===== src/rtl/dircc_processing_mem_msg_reader.sv =====
// Avalon-MM read master on the 16-bit s2 port of the processing memory: takes a
// (start address, length) command and streams those words out as one Avalon-ST packet.
module dircc_processing_mem_msg_reader #(
    parameter int ADDR_W     = 15,
    parameter int DATA_W     = 16,
    parameter int LEN_W      = 8,
    parameter int MEM_WORDS  = 20480,
    parameter int FIFO_DEPTH = 4
) (
    input  logic              clk,
    input  logic              reset,
    input  logic              cmd_valid,
    output logic              cmd_ready,
    input  logic [ADDR_W-1:0] cmd_addr,
    input  logic [LEN_W-1:0]  cmd_len,
    output logic [ADDR_W-1:0] mem_address,
    output logic              mem_chipselect,
    output logic              mem_write,
    output logic [1:0]        mem_byteenable,
    output logic              mem_clken,
    input  logic [DATA_W-1:0] mem_readdata,
    output logic              src_valid,
    input  logic              src_ready,
    output logic [DATA_W-1:0] src_data,
    output logic              src_sop,
    output logic              src_eop,
    output logic              done,
    output logic [1:0]        dbg_state_o
);

    // Handshakes: a transfer happens on a rising edge where valid & ready are both 1;
    // valid never waits on ready, and payload stays stable while valid is held.

    localparam int PTR_W = $clog2(FIFO_DEPTH);
    localparam int CNT_W = PTR_W + 1;

    typedef enum logic [1:0] {
        S_IDLE  = 2'd0,
        S_FETCH = 2'd1,
        S_DRAIN = 2'd2
    } state_t;

    state_t            state_q, state_d;
    logic [ADDR_W-1:0] addr_q, addr_d;
    logic [LEN_W-1:0]  len_q, len_d;
    logic [LEN_W-1:0]  remain_q, remain_d;
    logic [LEN_W-1:0]  out_idx_q, out_idx_d;
    logic              done_q, done_d;
    logic              inflight_q;

    logic [DATA_W-1:0] fifo_mem_q [FIFO_DEPTH];
    logic [PTR_W-1:0]  wr_ptr_q, rd_ptr_q;
    logic [CNT_W-1:0]  count_q;

    logic issue, push, pop, accept, last_word;
    logic [CNT_W-1:0] reserved;

    // A read reserves its FIFO slot at issue time, so the capture a cycle later always fits.
    assign reserved  = count_q + CNT_W'(inflight_q);
    assign issue     = (state_q == S_FETCH) && (reserved < CNT_W'(FIFO_DEPTH));
    assign push      = inflight_q;
    assign pop       = src_valid && src_ready;
    assign accept    = cmd_valid && cmd_ready;
    assign last_word = (out_idx_q == len_q - LEN_W'(1));

    assign cmd_ready      = (state_q == S_IDLE) && !reset;
    assign mem_address    = addr_q;
    assign mem_chipselect = issue;
    assign mem_write      = 1'b0;
    assign mem_byteenable = 2'b11;
    assign mem_clken      = 1'b1;

    assign src_valid   = (count_q != '0);
    assign src_data    = src_valid ? fifo_mem_q[rd_ptr_q] : '0;
    assign src_sop     = src_valid && (out_idx_q == '0);
    assign src_eop     = src_valid && last_word;
    assign done        = done_q;
    assign dbg_state_o = state_q;

    always_comb begin
        state_d   = state_q;
        addr_d    = addr_q;
        len_d     = len_q;
        remain_d  = remain_q;
        done_d    = 1'b0;
        out_idx_d = pop ? out_idx_q + LEN_W'(1) : out_idx_q;
        case (state_q)
            S_IDLE: begin
                if (accept) begin
                    addr_d    = cmd_addr;
                    len_d     = cmd_len;
                    remain_d  = cmd_len;
                    out_idx_d = '0;
                    if (cmd_len == '0) done_d = 1'b1;
                    else               state_d = S_FETCH;
                end
            end
            S_FETCH: begin
                if (issue) begin
                    addr_d   = (addr_q == ADDR_W'(MEM_WORDS - 1)) ? '0 : addr_q + ADDR_W'(1);
                    remain_d = remain_q - LEN_W'(1);
                    if (remain_q == LEN_W'(1)) state_d = S_DRAIN;
                end
            end
            S_DRAIN: begin
                // The eop pop is necessarily the last word: nothing is left in the FIFO or in flight.
                if (pop && last_word) begin
                    state_d = S_IDLE;
                    done_d  = 1'b1;
                end
            end
            default: state_d = S_IDLE;
        endcase
    end

    always_ff @(posedge clk or posedge reset) begin
        if (reset) begin
            state_q    <= S_IDLE;
            addr_q     <= '0;
            len_q      <= '0;
            remain_q   <= '0;
            out_idx_q  <= '0;
            done_q     <= 1'b0;
            inflight_q <= 1'b0;
            wr_ptr_q   <= '0;
            rd_ptr_q   <= '0;
            count_q    <= '0;
        end else begin
            state_q    <= state_d;
            addr_q     <= addr_d;
            len_q      <= len_d;
            remain_q   <= remain_d;
            out_idx_q  <= out_idx_d;
            done_q     <= done_d;
            inflight_q <= issue;
            if (push) wr_ptr_q <= wr_ptr_q + PTR_W'(1);
            if (pop)  rd_ptr_q <= rd_ptr_q + PTR_W'(1);
            case ({push, pop})
                2'b10:   count_q <= count_q + CNT_W'(1);
                2'b01:   count_q <= count_q - CNT_W'(1);
                default: count_q <= count_q;
            endcase
        end
    end

    always_ff @(posedge clk) begin
        if (push) fifo_mem_q[wr_ptr_q] <= mem_readdata;
    end

    always_ff @(posedge clk) begin
        if (!reset) begin
            assert (!(push && !pop && (count_q == CNT_W'(FIFO_DEPTH))));
        end
    end

endmodule

===== config.mk =====
export PLATFORM = sky130hd
export DESIGN_NAME = dircc_processing_mem_msg_reader
export DESIGN_NICKNAME = d
export VERILOG_FILES = /design/src/rtl/dircc_processing_mem_msg_reader.sv
export SDC_FILE = /design/constraint.sdc
export NUM_CORES = 1
export LEC_CHECK = 0
export ABC_AREA = 0
export BUFFER_PORTS_ARGS = -buffer_cell sky130_fd_sc_hd__buf_2
export CAP_MARGIN = 20
export CORE_MARGIN = 8
export CORE_UTILIZATION = 40
export DETAILED_ROUTE_END_ITERATION = 8
export GPL_TIMING_DRIVEN = 0
export PLACE_DENSITY_LB_ADDON = 0.12
export SYNTH_ARGS = -nofsm -noshare
export SYNTH_HDL_FRONTEND = slang
export SYNTH_SLANG_ARGS = --single-unit

===== constraint.sdc =====
create_clock -name clk -period 1.8 [get_ports clk]
set_input_delay 0.09 -clock clk [delete_from_list [all_inputs] [get_ports clk]]
set_output_delay 0.09 -clock clk [all_outputs]
set_load 0.02 [all_outputs]

==> impl_metrics.prom <==
# TYPE chip_impl_metric gauge
chip_impl_metric{name="cts.clk_slew.worst_paths",unit="ns"} 0.06
chip_impl_metric{name="grt_first_pass_wirelength",unit="mm"} 22.07
chip_impl_metric{name="synthSimpleGateAreaFrac",unit=""} 0.1454
chip_impl_metric{name="path_depth",unit=""} 7
chip_impl_metric{name="num_vias",unit=""} 4158
chip_impl_metric{name="synthXorXnorAreaFrac",unit=""} 0.04115
chip_impl_metric{name="critPathArrivalTime",unit="ns"} 2.04
chip_impl_metric{name="power_per_cell_area",unit="mW/mm2"} 1790
chip_impl_metric{name="dr.pass1.iters",unit=""} 4
chip_impl_info{name="crit_path_top_delay_cell",value="sky130_fd_sc_hd__dfrtp_1"} 1
chip_impl_info{name="rsz_0062_raised_after_global_routing",value="yes"} 1
chip_impl_info{name="crit-reg2reg-launch",value="out_idx_q[2]"} 1
chip_impl_info{name="cts_tree",value="built"} 1
chip_impl_metric{name="vdd.ir_drop.worst",unit="V"} 0.0007011
chip_impl_metric{name="wl_per_cell",unit="um"} 16.92
chip_impl_metric{name="dieWidth",unit="um"} 133.6
chip_impl_info{name="critical_path.cell_chain",value="clkbuf_1 > xor2_1 > xnor2_1 > nand4_1 > a211o_1 > nor2b_2 > buf_6"} 1
chip_impl_metric{name="cts_num_sinks",unit=""} 114
chip_impl_info{name="combinational_family_with_the_most_area_after_synthesis",value="simple AND/OR/NAND/NOR gates"} 1
chip_impl_metric{name="total_count_of_max_transition_violations_in_the_final_report",unit=""} 0
chip_impl_metric{name="fin_setup_tns",unit="ns"} -1.804
chip_impl_metric{name="remaining_drc_errors",unit=""} 0
chip_impl_metric{name="global_route.usage.total",unit=""} 0.1584
chip_impl_info{name="synthMostInstantiatedCell",value="sky130_fd_sc_hd__edfxtp_1"} 1
chip_impl_metric{name="synth.yosys.warnings",unit=""} 0
chip_impl_metric{name="detail_route.vias_per_cell",unit=""} 5.102
chip_impl_metric{name="timing.final.setup_violations",unit=""} 20
chip_impl_info{name="critPathCaptureType",value="output port"} 1
chip_impl_metric{name="max_slew_margin",unit=""} 0.4498
chip_impl_metric{name="finalWeightedCongestion",unit=""} 0.8403
chip_impl_metric{name="numCtsBuffers",unit=""} 17
chip_impl_metric{name="ant_nets",unit=""} 0
chip_impl_metric{name="antennaDiodeCount",unit=""} 0
chip_impl_metric{name="synth_enable_flop_cells",unit=""} 64
chip_impl_metric{name="row_count",unit=""} 43
chip_impl_metric{name="design.die.area",unit="mm2"} 0.01785
chip_impl_metric{name="grt_remaining_overflow",unit=""} 0
chip_impl_metric{name="syn_area",unit="mm2"} 0.005534
chip_impl_metric{name="drt_first_iter_violations",unit=""} 219
chip_impl_info{name="clock-root-buffer",value="sky130_fd_sc_hd__clkbuf_16"} 1
chip_impl_metric{name="fin_nets",unit=""} 677
chip_impl_metric{name="start_util",unit=""} 0.4034
chip_impl_metric{name="critical_path_required",unit="ns"} 1.71
chip_impl_metric{name="postLayoutCellArea",unit="mm2"} 0.007848
chip_impl_metric{name="finalWorstPathRequiredPeriod",unit="ns"} 2.132
chip_impl_metric{name="seq_total_area_yosys",unit=""} 0.5734
chip_impl_info{name="reg2reg_to",value="dbg_state_o[1]"} 1
chip_impl_metric{name="finalClockSkew",unit="ns"} 0.008073
chip_impl_metric{name="tightest_slew",unit="ns"} 0.8254
chip_impl_metric{name="max-cap-violations",unit=""} 0
chip_impl_metric{name="post_route_cells_drive_above_1_share",unit=""} 0.3969
chip_impl_info{name="worstSetupPathType",value="register to output port"} 1
chip_impl_info{name="yosys-top-cells-count",value="sky130_fd_sc_hd__edfxtp_1 (64), sky130_fd_sc_hd__dfrtp_1 (50), sky130_fd_sc_hd__nand2_1 (42), sky130_fd_sc_hd__nor2_1 (32), sky130_fd_sc_hd__o21ai_0 (27)"} 1
chip_impl_metric{name="post_synth_mux_area_share",unit=""} 0.06692
chip_impl_metric{name="synth.lib_cells_used.distinct",unit=""} 58
chip_impl_metric{name="synthesis.instances",unit=""} 452
chip_impl_info{name="cp-start-kind",value="register"} 1
chip_impl_metric{name="synth_top_area_frac",unit=""} 0.3473
chip_impl_metric{name="hpwl",unit="mm"} 8.914
chip_impl_metric{name="synth-compound-area-share",unit=""} 0.1042
chip_impl_metric{name="worst_hold_path.num_cells",unit=""} 3
chip_impl_metric{name="clock_insertion_delay_at_the_later_pin_of_the_skew_report",unit="ns"} 0.41
chip_impl_info{name="critical_path.endpoint",value="src_eop"} 1
chip_impl_metric{name="antenna_found_initial",unit=""} 0
chip_impl_metric{name="post_dp_cell_area",unit="mm2"} 0.006197
chip_impl_info{name="synth-main-ff-cell",value="sky130_fd_sc_hd__edfxtp_1"} 1
chip_impl_metric{name="die_height",unit="um"} 133.6
chip_impl_info{name="crit_start",value="out_idx_q[2]"} 1
chip_impl_metric{name="report.final.hold_viol_count",unit=""} 0
chip_impl_metric{name="routed_wl",unit="mm"} 13.79
chip_impl_info{name="violated_checks",value="setup timing"} 1
chip_impl_metric{name="number_of_inserted_filler_cells_in_the_final_layout",unit=""} 1152
chip_impl_info{name="cell_types_with_the_largest_area_share_after_synthesis",value="sky130_fd_sc_hd__edfxtp_1 (35%), sky130_fd_sc_hd__dfrtp_1 (23%), sky130_fd_sc_hd__mux4_2 (6.5%)"} 1
chip_impl_metric{name="buffers_and_inverters_on_the_worst_path",unit=""} 2
chip_impl_metric{name="area_of_the_core",unit="mm2"} 0.01372
chip_impl_metric{name="adder_cell_share_of_the_synthesized_area",unit=""} 0.02849
chip_impl_metric{name="async_reset_ff_frac",unit=""} 0.4386
chip_impl_info{name="status",value="finished, violations left"} 1
chip_impl_info{name="crit_family",value="buffers and inverters"} 1
chip_impl_metric{name="io_buffer_count",unit=""} 81
chip_impl_metric{name="finalCritPeriodShare",unit=""} 1.185
chip_impl_metric{name="clk_path_buf_depth",unit=""} 2
chip_impl_metric{name="reg2reg_slack",unit="ns"} -0.13
chip_impl_metric{name="final_critical_path_setup_slack",unit="ns"} -0.3325
chip_impl_metric{name="postSynthAreaPerCell",unit="um2"} 12.24
chip_impl_metric{name="grt_max_degree",unit=""} 40
chip_impl_info{name="synthDominantAreaCellType",value="sky130_fd_sc_hd__edfxtp_1"} 1
chip_impl_metric{name="power_leakage",unit="nW"} 3.220
chip_impl_info{name="timing.hold.worst.class",value="input pin to register"} 1
chip_impl_metric{name="achievable-frequency",unit="GHz"} 0.4689
chip_impl_metric{name="via_count_of_the_first_global_routing_pass",unit=""} 4419
chip_impl_metric{name="design.portCount",unit=""} 86
chip_impl_metric{name="timing.critical_path.slowest_cell_delay",unit="ns"} 0.32
chip_impl_metric{name="cts-htree-levels",unit=""} 4
chip_impl_metric{name="max_fo_critical_path",unit=""} 6
chip_impl_metric{name="r2r.worst_path.cells",unit=""} 8
chip_impl_metric{name="yosys_register_bits",unit=""} 114
chip_impl_metric{name="area_growth_from_synthesis_to_final_layout",unit="%"} 41.80
-- worst register-to-register path: stages (launching register included) --
cell                       delay [ns]
sky130_fd_sc_hd__dfrtp_1         0.32
sky130_fd_sc_hd__clkbuf_1        0.30
sky130_fd_sc_hd__xor2_1          0.22
sky130_fd_sc_hd__xnor2_1         0.14
sky130_fd_sc_hd__nand4_1         0.12
sky130_fd_sc_hd__a211o_1         0.29
sky130_fd_sc_hd__buf_4           0.15
sky130_fd_sc_hd__buf_4           0.13
sky130_fd_sc_hd__o21a_1          0.17
-- stage by stage --
stage          total power [mW]  hold slack (ns)  instances  setup slack (ns)  utilization
5_1_grt                   14.86          0.01647        815           -0.4405       0.5720
3_3_place_gp              8.705           0.3039        715           -0.3348       0.4503
4_1_cts                   13.93        0.0001329        805           -0.3026       0.5623
6_report                  14.05         0.008939        815           -0.3325       0.5720
2_1_floorplan             7.396           0.1889        454          0.001280            -
3_5_place_dp              8.798          0.06333        716           -0.2746       0.4517
-- state kept, by name, indices dropped and copies added, names as in the netlist --
signal	flops
count_q	3
dbg_state_o	2
done	1
fifo_mem_q	64
inflight_q	1
len_q	8
mem_address	15
out_idx_q	8
rd_ptr_q	2
remain_q	8
wr_ptr_q	2
-- timing repair --
action                                  in CTS  in global routing
gates cloned                                 1                  0
endpoints found under the hold margin      129                  0
hold buffers                                31                  0
endpoints found under the setup margin      47                 93
resized for setup                           99                 24
pin swaps                                   28                  9
buffers inserted                            26                 13
-- how the worst min path moves through the flow --
stage                           startpoint                end
after global routing           cmd_addr[9]     mem_address[9]
after detailed placement             reset               done
final                          cmd_addr[4]     mem_address[4]
after floorplan            mem_readdata[0]   fifo_mem_q[0][0]
after global placement    mem_readdata[13]  fifo_mem_q[0][13]
after CTS                      cmd_addr[4]     mem_address[4]
-- logic make-up (layout without fill, tap and decap cells) --
group | count (synthesis) | after routing
flops | 114 | 114
compound gates | 88 | 88
xor+xnor | 26 | 26
simple gates | 148 | 148
fa+ha+maj | 12 | 12
mux | 17 | 17
buf+inv | 45 | 226
other cells | 2 | 4
-- where the power goes --
part / internal, mW / leakage, nW / switching, mW / total [mW]
Combinational: 3.24 / 1.73 / 3.18 / 6.42
Sequential: 3.39 / 1.19 / 0.665 / 4.06
Clock: 2.33 / 0.309 / 1.24 / 3.57
-- metal layers --
| metal | vias to the layer above | GRT usage | routed length [um] |
|---|---|---|---|
| met4 | 0 | 0.08546 | 361 |
| met5 | - | 0 | 0 |
| li1 | 1987 | - | - |
| met1 | 2043 | 0.1811 | 5925 |
| met3 | 27 | 0.03577 | 483 |
| met2 | 101 | 0.2703 | 7019 |
-- area by class of cell --
type / count / area, um2 / area share
clock inverter: 15 / 210.2 / 0.02679
sequential: 114 / 3183 / 0.4056
buffer: 22 / 186.4 / 0.02376
timing repair buffer: 152 / 1172 / 0.1494
clock buffer: 17 / 425.4 / 0.05421
inverter: 20 / 75.07 / 0.009566
multi-input combinational: 295 / 2370 / 0.3020
tap: 180 / 225.2 / 0.02870
-- cell usage in the layout, fill, tap and decap left out, types with 9 or more instances in the layout --
| master | count |
|---|---|
| sky130_fd_sc_hd__buf_6 | 21 |
| sky130_fd_sc_hd__dfrtp_1 | 42 |
| sky130_fd_sc_hd__edfxtp_1 | 64 |
| sky130_fd_sc_hd__buf_4 | 43 |
| sky130_fd_sc_hd__nor2_1 | 31 |
| sky130_fd_sc_hd__buf_2 | 67 |
| sky130_fd_sc_hd__mux4_2 | 16 |
| sky130_fd_sc_hd__dlygate4sd3_1 | 31 |
| sky130_fd_sc_hd__xor2_1 | 12 |
| sky130_fd_sc_hd__inv_1 | 14 |
| sky130_fd_sc_hd__o21ai_0 | 25 |
| sky130_fd_sc_hd__o21ai_1 | 9 |
| sky130_fd_sc_hd__and2_4 | 16 |
| sky130_fd_sc_hd__xnor2_1 | 13 |
| sky130_fd_sc_hd__a21oi_1 | 16 |
| sky130_fd_sc_hd__clkbuf_16 | 17 |
| sky130_fd_sc_hd__nand2_1 | 42 |
(Power assumes the default switching activity.)
